==> src/rtl/rx_pkg.sv <==
// Shared Rx definitions: parity mode encodings, engine FSM states, default width.
// Also used by the Tx parity generator.
package rx_pkg;

    localparam int RX_DATA_WIDTH = 8;

    typedef enum logic [2:0] {
        PAR_NONE  = 3'd0,
        PAR_EVEN  = 3'd1,
        PAR_ODD   = 3'd2,
        PAR_MARK  = 3'd3,
        PAR_SPACE = 3'd4
    } par_mode_e;

    typedef enum logic [1:0] {
        ST_IDLE,
        ST_DATA,
        ST_PARITY,
        ST_DONE
    } rx_state_e;

    // Encodings 5..7 fall back to "no parity bit".
    function automatic logic has_parity(input logic [2:0] mode);
        return (mode == PAR_EVEN) || (mode == PAR_ODD) ||
               (mode == PAR_MARK) || (mode == PAR_SPACE);
    endfunction

endpackage

==> src/rtl/rx_parity_calc.sv <==
// Expected parity bit for a given mode and running XOR of the data bits.
// Purely combinational; shared with the Tx parity generator.
module rx_parity_calc
    import rx_pkg::*;
(
    input  logic [2:0] mode,
    input  logic       run_par,
    output logic       exp_par
);

    always_comb begin
        exp_par = 1'b0;
        case (mode)
            PAR_EVEN:  exp_par = run_par;
            PAR_ODD:   exp_par = ~run_par;
            PAR_MARK:  exp_par = 1'b1;
            PAR_SPACE: exp_par = 1'b0;
            default:   exp_par = 1'b0;
        endcase
    end

endmodule

==> src/rtl/rx_parity_check_engine.sv <==
// Rx frame tracker: LSB-first data shift, run-time parity check, valid strobe.
// Define RX_PARITY_ERR_CNT_EN to enable the saturating parity-error counter.
module rx_parity_check_engine
    import rx_pkg::*;
#(
    parameter int DATA_WIDTH = RX_DATA_WIDTH,
    parameter int CNT_WIDTH  = 8
) (
    input  logic                  clk,
    input  logic                  reset,
    input  logic [2:0]            parity_mode,
    input  logic                  frame_start,
    input  logic                  bit_valid,
    input  logic                  serial_in_synced,
    output logic [DATA_WIDTH-1:0] data_out,
    output logic                  data_valid,
    output logic                  rx_error,
    output logic [CNT_WIDTH-1:0]  parity_err_count
);

    rx_state_e             state_q, state_d;
    logic [2:0]            mode_q, mode_d;
    logic [3:0]            cnt_q, cnt_d;
    logic [DATA_WIDTH-1:0] shift_q, shift_d;
    logic                  par_q, par_d;
    logic                  err_q, err_d;
    logic                  pend_q, pend_d;
    logic [DATA_WIDTH-1:0] data_q, data_d;
    logic                  valid_q, valid_d;
    logic                  rxerr_q, rxerr_d;
    logic                  exp_par;

    rx_parity_calc u_calc (
        .mode    (mode_q),
        .run_par (par_q),
        .exp_par (exp_par)
    );

    always_comb begin
        state_d = state_q;
        mode_d  = mode_q;
        cnt_d   = cnt_q;
        shift_d = shift_q;
        par_d   = par_q;
        err_d   = err_q;
        pend_d  = pend_q;
        data_d  = data_q;
        valid_d = 1'b0;
        rxerr_d = rxerr_q;
        unique case (state_q)
            ST_IDLE: begin
                if (frame_start || pend_q) begin
                    state_d = ST_DATA;
                    cnt_d   = '0;
                    par_d   = 1'b0;
                    err_d   = 1'b0;
                    pend_d  = 1'b0;
                    if (frame_start) mode_d = parity_mode;
                end
            end
            ST_DATA, ST_PARITY: begin
                if (frame_start) begin
                    // Abort: restart cleanly with a freshly latched mode.
                    state_d = ST_DATA;
                    mode_d  = parity_mode;
                    cnt_d   = '0;
                    par_d   = 1'b0;
                    err_d   = 1'b0;
                end else if (bit_valid && state_q == ST_DATA) begin
                    shift_d = {serial_in_synced, shift_q[DATA_WIDTH-1:1]};
                    par_d   = par_q ^ serial_in_synced;
                    cnt_d   = cnt_q + 4'd1;
                    if (cnt_q == 4'(DATA_WIDTH - 1))
                        state_d = has_parity(mode_q) ? ST_PARITY : ST_DONE;
                end else if (bit_valid) begin
                    err_d   = (serial_in_synced != exp_par);
                    state_d = ST_DONE;
                end
            end
            ST_DONE: begin
                data_d  = shift_q;
                valid_d = 1'b1;
                rxerr_d = err_q;
                state_d = ST_IDLE;
                if (frame_start) begin
                    pend_d = 1'b1;
                    mode_d = parity_mode;
                end
            end
        endcase
    end

    always_ff @(posedge clk or posedge reset) begin
        if (reset) begin
            state_q <= ST_IDLE;
            mode_q  <= '0;
            cnt_q   <= '0;
            shift_q <= '0;
            par_q   <= 1'b0;
            err_q   <= 1'b0;
            pend_q  <= 1'b0;
            data_q  <= '0;
            valid_q <= 1'b0;
            rxerr_q <= 1'b0;
        end else begin
            state_q <= state_d;
            mode_q  <= mode_d;
            cnt_q   <= cnt_d;
            shift_q <= shift_d;
            par_q   <= par_d;
            err_q   <= err_d;
            pend_q  <= pend_d;
            data_q  <= data_d;
            valid_q <= valid_d;
            rxerr_q <= rxerr_d;
        end
    end

    assign data_out   = data_q;
    assign data_valid = valid_q;
    assign rx_error   = rxerr_q;

`ifdef RX_PARITY_ERR_CNT_EN
    logic [CNT_WIDTH-1:0] errcnt_q, errcnt_d;

    // Counts in step with the data_valid strobe it belongs to.
    always_comb begin
        errcnt_d = errcnt_q;
        if (state_q == ST_DONE && err_q && errcnt_q != '1)
            errcnt_d = errcnt_q + 1'b1;
    end

    always_ff @(posedge clk or posedge reset) begin
        if (reset) errcnt_q <= '0;
        else       errcnt_q <= errcnt_d;
    end

    assign parity_err_count = errcnt_q;
`else
    assign parity_err_count = '0;
`endif

endmodule

==> config.mk <==
export PLATFORM = sky130hd
export DESIGN_NAME = rx_parity_check_engine
export DESIGN_NICKNAME = d
export VERILOG_FILES = /design/src/rtl/rx_pkg.sv /design/src/rtl/rx_parity_calc.sv /design/src/rtl/rx_parity_check_engine.sv
export SDC_FILE = /design/constraint.sdc
export NUM_CORES = 1
export LEC_CHECK = 0
export CAP_MARGIN = 5
export CORE_ASPECT_RATIO = 0.5
export CORE_MARGIN = 3
export CORE_UTILIZATION = 40
export DETAILED_ROUTE_END_ITERATION = 10
export PLACE_DENSITY_LB_ADDON = 0.1
export RECOVER_POWER = 100
export SETUP_SLACK_MARGIN = 0.02
export SYNTH_ARGS = -nofsm -noshare
export SYNTH_HDL_FRONTEND = slang
export SYNTH_SLANG_ARGS = --single-unit
==> constraint.sdc <==
create_clock -name clk -period 4.2 [get_ports clk]
set_input_delay 1.05 -clock clk [delete_from_list [all_inputs] [get_ports clk]]
set_output_delay 1.05 -clock clk [all_outputs]
set_load 0.02 [all_outputs]
==> metrics.csv, run 1 <==
stage,metric,value,unit
sta,final setup fails,0,
cts,CTS Buf Count,5,
placement,post-DP HPWL,1740,µm
grt,initial antenna violation count,0,
grt,largest net degree at the start of global routing,31,
yosys,Synth cell types,31,
grt,first-pass GRT wire length,4310,µm
sta,post-route minimum period,2710,ps
yosys,Syn Area/Cell,12.2,µm²
pwr,P_int,0.722,mW
sta,f_max,369,MHz
pwr,Gate power share,0.387,
pwr,Reg power frac,0.396,
pwr,power per cell area,654,mW/mm²
cts,worst skew pair latency,280,ps
yosys,"FFs w/ async S/R, synth",1.00,
cts,htree depth,2,
yosys,Gate Count Post-Synth,118,
worst_setup_path,crit path from,reset,
detailed_routing,DR pass1 iterations,4,
pwr,Peak VDD IR,0.255,mV
sta,worst slew pin tran,1620,ps
status,status,"complete, but fails checks",
pwr,P_sw,0.390,mW
worst_setup_path,crit end category,asynchronous set/reset pin,
detailed_routing,drt drc,0,
worst_setup_path,worst path cell trace,"dlygate4sd3_1, inv_1, clkbuf_1",
cts,CTS tree,done,
cts,number of hold buffers added after cts,0,
worst_setup_path,CP max stage delay,1170,ps
worst_setup_path,Crit path max-delay family,buffers and inverters,
detailed_routing,Post-DRT Antenna Nets,0,
cts,Root Buffer,clkbuf_8,
yosys,Post-synth EDFFs,0,
cts,Clock Tree Buf Depth,2,
hold_path,hold crit path type,reg -> reg,
detailed_routing,DRT Wirelength,2490,µm
worst_setup_path,worst-path fanout max,30,
layout,Fillers,313,
placement,PortBufs,17,
job,Max Cap Violations,1,
sta,clock skew,1.86,ps
sta,slew margin rel.,-0.0829,
floorplan,Ports,26,
sta,final worst-path cycle share,0.646,
worst_setup_path,Startpoint Class,input pin,
detailed_routing,Starting DRT DRC Count,20,
pwr,Pleak,0.804,nW
cts,cts repair resizes,0,
worst_setup_path,Critical-path top delay cell,clkbuf_1,
pwr,Clock Power Share,0.217,
grt,vias in the first global route,928,
worst_setup_path,Critical Setup Path Class,in -> async,
floorplan,Die Wd,90.7,µm
detailed_routing,Vias,922,
grt,total global routing overflow,0,
layout,area grow syn2layout,18.5,%
worst_setup_path,Critical Path RT,4300,ps
yosys,"Seq/Total Area, Yosys",0.523,
floorplan,Initial Util,0.448,
sta,hold_ws,498,ps
yosys,#FFs+latches synth,30,
cts,clock net sink count,30,
sta,Hold Fails Final Rpt,0,
detailed_routing,DR vias/cell,4.88,
floorplan,Core Box Area,0.00321,mm²
status,failing checks,"max-capacitance violations, max-slew violations",
worst_setup_path,crit path DAT,2810,ps
sta,Fin Setup TNS,0,ps
worst_setup_path,CP bufs+invs,3,
detailed_routing,wire per inst,13.2,µm
layout,share of layout cells above drive strength 1,0.220,
floorplan,Die ar.,0.00439,mm²
floorplan,die height,48.4,µm
cts,Post-CTS Setup Bufs,0,
sta,RSZ-0062 raised after global routing,no,
sta,Slew Limit Fails,31,
yosys,synthesis warning total,0,
worst_setup_path,reg-to-reg startpoint,state_q[0]$_DFFE_PP0P_,
yosys,"Primary FF master, synth",dfrtp_1,
layout,fin nets,152,
hold_path,Hold Startpoint,data_out[6]$_DFFE_PP0P_,
layout,diode count,0,
pwr,Sw Share,0.350,
floorplan,row count,14,
placement,placer congestion estimate,0.819,
grt,Tot GR Track Use,0.127,
yosys,Synth Cell Area,0.00144,mm²
cts,clock-pin slew on the worst setup and hold paths,60,ps
[flip-flops by register name, indices dropped and copies added, names as in the netlist]
name and cells:
data_valid 1, pend_q 1, shift_q 8, cnt_q 4, data_out 8, state_q 2, rx_error 1, mode_q 3
par_q 1, err_q 1
[worst reg2reg max path, delay by kind of cell, from the launching register on]
family | cells | cell delay (ps)
buffers and inverters | 1 | 70
AND/OR/NAND/NOR | 2 | 650
adder cells (fa/ha/maj) | 1 | 390
flip-flops | 1 | 380
multiplexers | 1 | 380
[worst paths after layout]
check                                           to  slack (ps)  depth (start not counted)
min in group asynchronous  data_out[3]$_DFFE_PP0P_        1770                          3
max in group clk              cnt_q[3]$_DFFE_PP0P_        1580                          5
min reg2reg                data_out[6]$_DFFE_PP0P_         500                          1
max                           cnt_q[2]$_DFFE_PP0P_        1490                          3
min                        data_out[6]$_DFFE_PP0P_         500                          1
max reg2reg                 shift_q[6]$_DFFE_PP0N_        2210                          5
[cell type report]
cell class / instances / area [µm²] / share of cell area
repair buffers: 18 / 174 / 0.102
clock buffers: 6 / 82.6 / 0.0486
well taps: 48 / 60.1 / 0.0353
multi-input cells: 80 / 602 / 0.354
inverters: 5 / 18.8 / 0.0110
clock inverters: 2 / 12.5 / 0.00736
flip-flops and latches: 30 / 751 / 0.442
[cells in the final DEF, fill, tap and decap left out, types with 2 or more instances in the layout]
| cell type | n |
|---|---|
| dfrtp_1 | 30 |
| mux2_2 | 21 |
| dlygate4sd3_1 | 12 |
| nor2_1 | 8 |
| conb_1 | 8 |
| a21oi_1 | 7 |
| o21ai_0 | 6 |
| clkbuf_8 | 6 |
| inv_1 | 5 |
| clkdlybuf4s50_1 | 5 |
| ha_1 | 4 |
| or2b_1 | 3 |
| xnor2_1 | 3 |
| nand3_1 | 2 |
| a211oi_1 | 2 |
| or3_1 | 2 |
[power groups by stage]
stage / registers [mW] / logic (mW) / clock network (mW)
3_3_place_gp: 0.447 / 0.449 / 0
4_1_cts: 0.444 / 0.459 / 0.251
2_1_floorplan: 0.478 / 0.283 / 0
5_1_grt: 0.455 / 0.476 / 0.267
3_5_place_dp: 0.448 / 0.455 / 0
6_report: 0.440 / 0.430 / 0.242
[routing by layer]
metal | up-vias | wire length [µm] | global-route usage
li1 | 438 | - | -
met1 | 455 | 1330 | 0.168
met2 | 22 | 980 | 0.184
met3 | 7 | 129 | 0.0495
met4 | 0 | 53 | 0.0609
met5 | - | 0 | 0
[metrics by stage]
stage	power, mW	setup WS, ps	cell area (µm²)	utilization	std cells
CTS	1.15	1710	1720	0.536	189
global route	1.20	1120	1700	0.530	189
floorplan	0.761	2090	1460	-	125
finish	1.11	1490	1700	0.530	189
detailed placement	0.903	1410	1620	0.507	181
global placement	0.896	1430	1620	0.507	181
[Yosys cell counts (2+ instances only)]
cell type | count | area (µm²)
dfrtp_1 | 30 | 751
mux2_2 | 21 | 236
buf_4 | 8 | 60.1
a21oi_1 | 7 | 35.0
nor2_1 | 7 | 26.3
o21ai_0 | 6 | 30.0
inv_1 | 5 | 18.8
ha_1 | 4 | 50.1
or2b_1 | 3 | 22.5
xnor2_1 | 3 | 26.3
a211oi_1 | 2 | 15.0
nand3_1 | 2 | 10.0
or3_1 | 2 | 12.5
[cells by family after synthesis]
family	share of synthesized area
flops	0.523
mux	0.172
simple gates	0.0950
compound gates	0.0889
buf+inv	0.0654
fa+ha+maj	0.0349
xor+xnor	0.0183
other cells	0.00261
(Power assumes the default switching activity.)
==> run 2, diff against run 1 <==
==> constraint.sdc (replaced) <==
create_clock -name clk -period 2.4 [get_ports clk]
set_input_delay 0.6 -clock clk [delete_from_list [all_inputs] [get_ports clk]]
set_output_delay 0.6 -clock clk [all_outputs]
set_load 0.02 [all_outputs]
==> run 2 against run 1 <==
  * The run now ends clean
  * Sequential power is 75% higher
  * Setup slack got worse by 1200 ps
  * Total power is 94% higher
  * Wire length fell by 1.3%
  * Flip-flop and latch count stayed put
  * Cell count increased by 0.53%
  * Non-clock buffer count up 1
  * Clock power rose to 2.6 times the previous value
  * Die area did not move
  * Worst hold slack hardly changed
  * Global-route usage shrank 0.33 points
  * Cell area is 3.1% higher
  * Critical endpoint is now shift_q[7]$_DFFE_PP0N_
  * Largest power group unchanged
  * Highest routed layer unchanged
==> metrics.csv, run 2 (synthesis results as in run 1) <==
stage,metric,value,unit,change
status,status,finished clean,,
hold_path,Hold Startpoint,data_out[6]$_DFFE_PP0P_,,
hold_path,hold crit path type,reg -> reg,,
floorplan,Die Wd,90.7,µm,unchanged
floorplan,die height,48.4,µm,unchanged
placement,PortBufs,17,,unchanged
worst_setup_path,Worst Reg2Reg Path Length in Cells,5,,unchanged
worst_setup_path,r2r endpoint,shift_q[7]$_DFFE_PP0N_,,
cts,Post-CTS Setup Bufs,0,,unchanged
sta,Fin Setup TNS,0,ps,unchanged
cts,worst skew pair latency,280,ps,about the same
hold_path,hold endpoint,data_out[6]$_DFFE_PP0P_,,
grt,Tot GR Track Use,0.124,,-0.00330
detailed_routing,Vias,932,,+1.1%
layout,fin nets,153,,+0.66%
hold_path,Hold Path Cell Cnt,1,,unchanged
floorplan,Initial Util,0.448,,unchanged
sta,final worst-path cycle share,0.879,,
sta,clock skew,4.50,ps,+2.65 ps
cts,number of hold buffers added after cts,0,,unchanged
pwr,Pleak,0.832,nW,+3.5%
grt,initial antenna violation count,0,,unchanged
layout,most frequent cells in the layout,"30 x dfrtp_1, 21 x mux2_2, 12 x dlygate4sd3_1, 8 x nor2_1, 8 x conb_1",,
job,Max Cap Violations,0,,-1
grt,largest net degree at the start of global routing,31,,unchanged
worst_setup_path,worst-path fanout max,7,,-77%
detailed_routing,DR pass1 iterations,4,,unchanged
detailed_routing,Post-DRT Antenna Nets,0,,unchanged
layout,share of layout cells above drive strength 1,0.225,,+0.00549
cts,clock-pin slew on the worst setup and hold paths,60,ps,about the same
cts,htree depth,2,,unchanged
floorplan,Core Box Area,0.00321,mm²,unchanged
sta,post-route minimum period,2110,ps,
cts,CTS Buf Count,5,,unchanged
detailed_routing,wire per inst,13.0,µm,-1.8%
detailed_routing,DRT Wirelength,2460,µm,-1.3%
sta,final setup fails,0,,unchanged
placement,placer congestion estimate,0.810,,-1.1%
layout,diode count,0,,unchanged
sta,worst slew pin tran,738,ps,-886 ps
detailed_routing,Starting DRT DRC Count,44,,+120%
cts,CTS tree,done,,
grt,total global routing overflow,0,,unchanged
worst_setup_path,Critical Setup Path Class,in -> reg,,
cts,Clock Tree Buf Depth,2,,unchanged
grt,first-pass GRT wire length,4310,µm,+0.16%
pwr,power per cell area,1230,mW/mm²,+88%
placement,post-DP HPWL,1720,µm,-1.3%
cts,clock net sink count,30,,unchanged
detailed_routing,DR vias/cell,4.91,,+0.55%
sta,Slew Limit Fails,0,,-100%
cts,Root Buffer,clkbuf_8,,
pwr,Total Power,2.16,mW,+94%
floorplan,Die ar.,0.00439,mm²,unchanged
sta,f_max,474,MHz,
worst_setup_path,Critical Path RT,2570,ps,-1730 ps
pwr,Peak VDD IR,0.406,mV,+59%
layout,Fillers,303,,-3.2%
detailed_routing,drt drc,0,,unchanged
floorplan,row count,14,,unchanged
layout,"most common cell after layout, fill and taps aside",dfrtp_1,,
worst_setup_path,Startpoint Class,input pin,,
sta,Hold Fails Final Rpt,0,,unchanged
worst_setup_path,crit path DAT,2270,ps,-540 ps
sta,RSZ-0062 raised after global routing,no,,
worst_setup_path,crit end category,flip-flop,,
sta,slew margin rel.,0.508,,+0.591
cts,cts repair resizes,0,,unchanged
layout,area grow syn2layout,22.1,%,
worst_setup_path,reg-to-reg startpoint,state_q[0]$_DFFE_PP0P_,,
grt,vias in the first global route,922,,-0.65%
floorplan,Ports,26,,unchanged
worst_setup_path,"reg-to-reg slack, setup",410,ps,-1800 ps
-- run 2: cell types whose count changed in the layout (fill, tap and decap cells not counted) --
cell,previous run,this run
clkinv_2,1,0
clkbuf_2,0,1
clkinvlp_4,1,0
bufinv_16,0,2
-- run 2: how the worst max path moves through the flow --
stage | cells past startpoint | endpoint | slack (ps) | start
2_1_floorplan | 6 | cnt_q[3]$_DFFE_PP0P_ | 690 | state_q[0]$_DFFE_PP0P_
3_3_place_gp | 4 | shift_q[3]$_DFFE_PP0N_ | 180 | frame_start
3_5_place_dp | 4 | shift_q[7]$_DFFE_PP0N_ | 160 | frame_start
4_1_cts | 4 | shift_q[7]$_DFFE_PP0N_ | 460 | frame_start
5_1_grt | 4 | shift_q[4]$_DFFE_PP0N_ | 230 | frame_start
6_report | 4 | shift_q[7]$_DFFE_PP0N_ | 290 | frame_start
-- run 2: area by class of cell --
class                      instances  area [µm²]  area share
inverter                           5        18.8      0.0107
multi-input combinational         80         602       0.343
sequential                        30         751       0.428
tap                               48        60.1      0.0343
timing repair buffer              19         179       0.102
clock inverter                     2        60.1      0.0343
clock buffer                       6        82.6      0.0471
-- run 2: power by group --
group          leakage, nW  switching [mW]  internal (mW)
sequential           0.386          0.0996          0.670
combinational        0.375           0.393          0.364
clock               0.0714           0.188          0.443
total                0.832           0.681           1.48
-- run 2: metrics by stage --
stage | area (µm²) | hold WS (ps) | worst slack [ps] | instances | util
floorplan | 1460 | 460 | 690 | 125 | -
global placement | 1630 | 490 | 180 | 182 | 0.509
detailed placement | 1630 | 495 | 160 | 182 | 0.509
CTS | 1770 | 511 | 457 | 190 | 0.553
global route | 1750 | 520 | 225 | 190 | 0.547
finish | 1750 | 498 | 291 | 190 | 0.547
-- run 2: critical path: stages --
cell           delay [ps]
dlygate4sd3_1         630
or2b_1                270
nor2_1                390
mux2_2                390
-- run 2: routing by layer --
layer / routed length (µm) / global-route usage
met1: 1300 / 0.173
met5: 0 / 0
met2: 973 / 0.174
met3: 128 / 0.0433
met4: 55 / 0.0533
==> edit, RTL diff (settings of run 2) <==
`shift_q` no longer has a reset.
--- a/src/rtl/rx_parity_check_engine.sv
+++ b/src/rtl/rx_parity_check_engine.sv
@@ -96,5 +96,4 @@
             mode_q  <= '0;
             cnt_q   <= '0;
-            shift_q <= '0;
             par_q   <= 1'b0;
             err_q   <= 1'b0;
@@ -107,5 +106,4 @@
             mode_q  <= mode_d;
             cnt_q   <= cnt_d;
-            shift_q <= shift_d;
             par_q   <= par_d;
             err_q   <= err_d;
@@ -115,4 +113,8 @@
             rxerr_q <= rxerr_d;
         end
+    end
+
+    always_ff @(posedge clk) begin
+        shift_q <= shift_d;
     end
 
Behaviour: same outputs for any inputs over 10 cycles, from zero or initial values and one cycle with reset high; that may be too few to reach the edited logic, so the function may still have changed.
==> edit against run 2 <==
  * Sequential cell count is the same
  * Area after synthesis shrank 4.7%
  * Power shrank 2.3%
  * Register-to-register slack gained 60 ps
  * Sequential power grew 1%
  * Design area shrank 4.1%
  * Worst setup slack gained 47 ps
  * Utilization shrank 1.1 points
  * Routed wire length shrank 5.5%
  * Sequential share of layout area grew 4.2 points
  * Critical path type unchanged
  * Largest power group is now combinational cells
==> edit: results (changes against run 2) <==
[grt]
grt_usage_pct=12.7  ; was 12.4%
met1_usage_pct=16.5  ; was 17.3%
grt_pass1_vias=758  ; was 922
use_met2_pct=18.3  ; was 17.4%
grt_pass1_wl_um=3680  ; was 4310 um
grt_max_degree=23  ; was 31

[worst_setup_path]
r2r_end=cnt_q[3]$_DFFE_PP0P_  ; was shift_q[7]$_DFFE_PP0N_
cp_top_family=buffers and inverters  ; was simple AND/OR/NAND/NOR gates
cp_data_arrival_time_ps=2050  ; was 2270 ps
r2r_cells=6  ; was 5
critPathMaxStageDelay_ps=590  ; was 630 ps
rrSetupSlack_ps=470  ; was 410 ps
crit_fanout=8  ; was 7

[sta]
clock_skew_ps=3.60  ; was 4.50 ps
tightestPinTransition_ps=1230  ; was 738 ps
hold_ws_ps=447  ; was 498 ps

[yosys]
synth_area_leaders=dfrtp_1 40%, edfxtp_1 18%, mux2_2 11%  ; was dfrtp_1 52%, mux2_2 16%, buf_4 4.2%
yosysUniqueCellTypes=28  ; was 31
synth_common_cells=22 x dfrtp_1, 13 x mux2_2, 9 x o21ai_0  ; was 30 x dfrtp_1, 21 x mux2_2, 8 x buf_4
async_flop_share_pct=73.3  ; was 100%

[worst_hold_path]
whs_path_depth=0  ; was 1
hold_end=shift_q[6]$_DFFE_PN_  ; was data_out[6]$_DFFE_PP0P_

[place]
dp_hpwl_um=1690  ; was 1720 um
dpl_worst_slack_ps=132  ; was 160 ps
gp_congestion=0.785  ; was 0.810
placed_cells=167  ; was 182

[clocking]
postCtsSetupRepairBufs=0  ; unchanged
h-tree-depth=2  ; unchanged

[finish]
fin_nets=146  ; was 153
n_fill_cell=268  ; was 303
drive_gt1_share_pct=17.8  ; was 22.5%

[status]
outcome=complete, no violations  ; unchanged

[routing]
first_iter_violations=21  ; was 44
wirelength_um=2330  ; was 2460 um
wl_per_cell_um=13.3  ; was 13.0 um
firstDrtPassIters=4  ; unchanged
detail_route.vias_per_cell=5.00  ; was 4.91

[power]
ir_drop_mv=0.340  ; was 0.406 mV
power.leakage_nw=0.730  ; was 0.832 nW

-- edit: cell count changes after synthesis, moves of 3 or more --
cell | run 2 | this run
mux2_2 | 21 | 13
dfrtp_1 | 30 | 22
or2b_1 | 3 | 0
edfxtp_1 | 0 | 8
nand2_1 | 0 | 3
o21ai_0 | 6 | 9
-- edit: cell type report --
class,count,area (um^2),share of cell area [%]
Sequential cell,30,791,47.0
Clock inverter,1,30.0,1.79
Timing Repair Buffer,21,196,11.7
Multi-Input combinational cell,70,505,30.1
Clock buffer,7,86.3,5.13
Inverter,6,22.5,1.34
Tap cell,40,50.0,2.98
-- edit: routing by layer --
| metal | up-vias | share of wire, % |
|---|---|---|
| li1 | 414 | - |
| met1 | 433 | 49 |
| met2 | 24 | 44 |
| met3 | 4 | 5.3 |
| met4 | 0 | 1.4 |
| met5 | - | 0 |
-- edit: worst max-delay path by stage --
stage | from | to | slack [ps] | cells after the start
2_1_floorplan | frame_start | state_q[0]$_DFFE_PP0P_ | 540 | 5
4_1_cts | frame_start | shift_q[7]$_DFFE_PN_ | 450 | 5
5_1_grt | frame_start | shift_q[7]$_DFFE_PN_ | 250 | 5
3_5_place_dp | frame_start | shift_q[2]$_DFFE_PN_ | 130 | 5
6_report | frame_start | shift_q[3]$_DFFE_PN_ | 340 | 5
3_3_place_gp | frame_start | shift_q[2]$_DFFE_PN_ | 180 | 5
-- edit: kinds of logic (layout without fill, tap and decap cells) --
family                     Yosys count  in the layout  share of synthesized area [%]
AOI/OAI and AO/OA                   22             22                           9.97
xor gates and xnor gates             3              3                           1.92
adders and majority gates            4              4                           3.66
buffers and inverters               16             35                           7.14
DFF                                 30             30                           57.8
muxes                               14             14                           11.4
other                                1              8                          0.274
and+or+nand+nor                     19             19                           7.78
-- edit: power breakdown --
group          total, mW  internal, mW  switching [mW]
Sequential         0.777         0.690          0.0862
Clock              0.523         0.338           0.185
Combinational      0.810         0.379           0.431
Total               2.11          1.41           0.701
-- edit: worst register-to-register path, cell delays in order, from the launching register on --
cell	delay (ps)
dfrtp_1	400
inv_1	60
ha_1	380
and2b_4	210
a211o_1	290
or3_1	350
a21oi_1	160
-- edit: metrics by stage --
stage               cell area (um^2)  power (mW)
global placement                1570        1.63
global route                    1680        2.25
detailed placement              1570        1.64
floorplan                       1390        1.36
finish                          1680        2.11
CTS                             1690        2.17
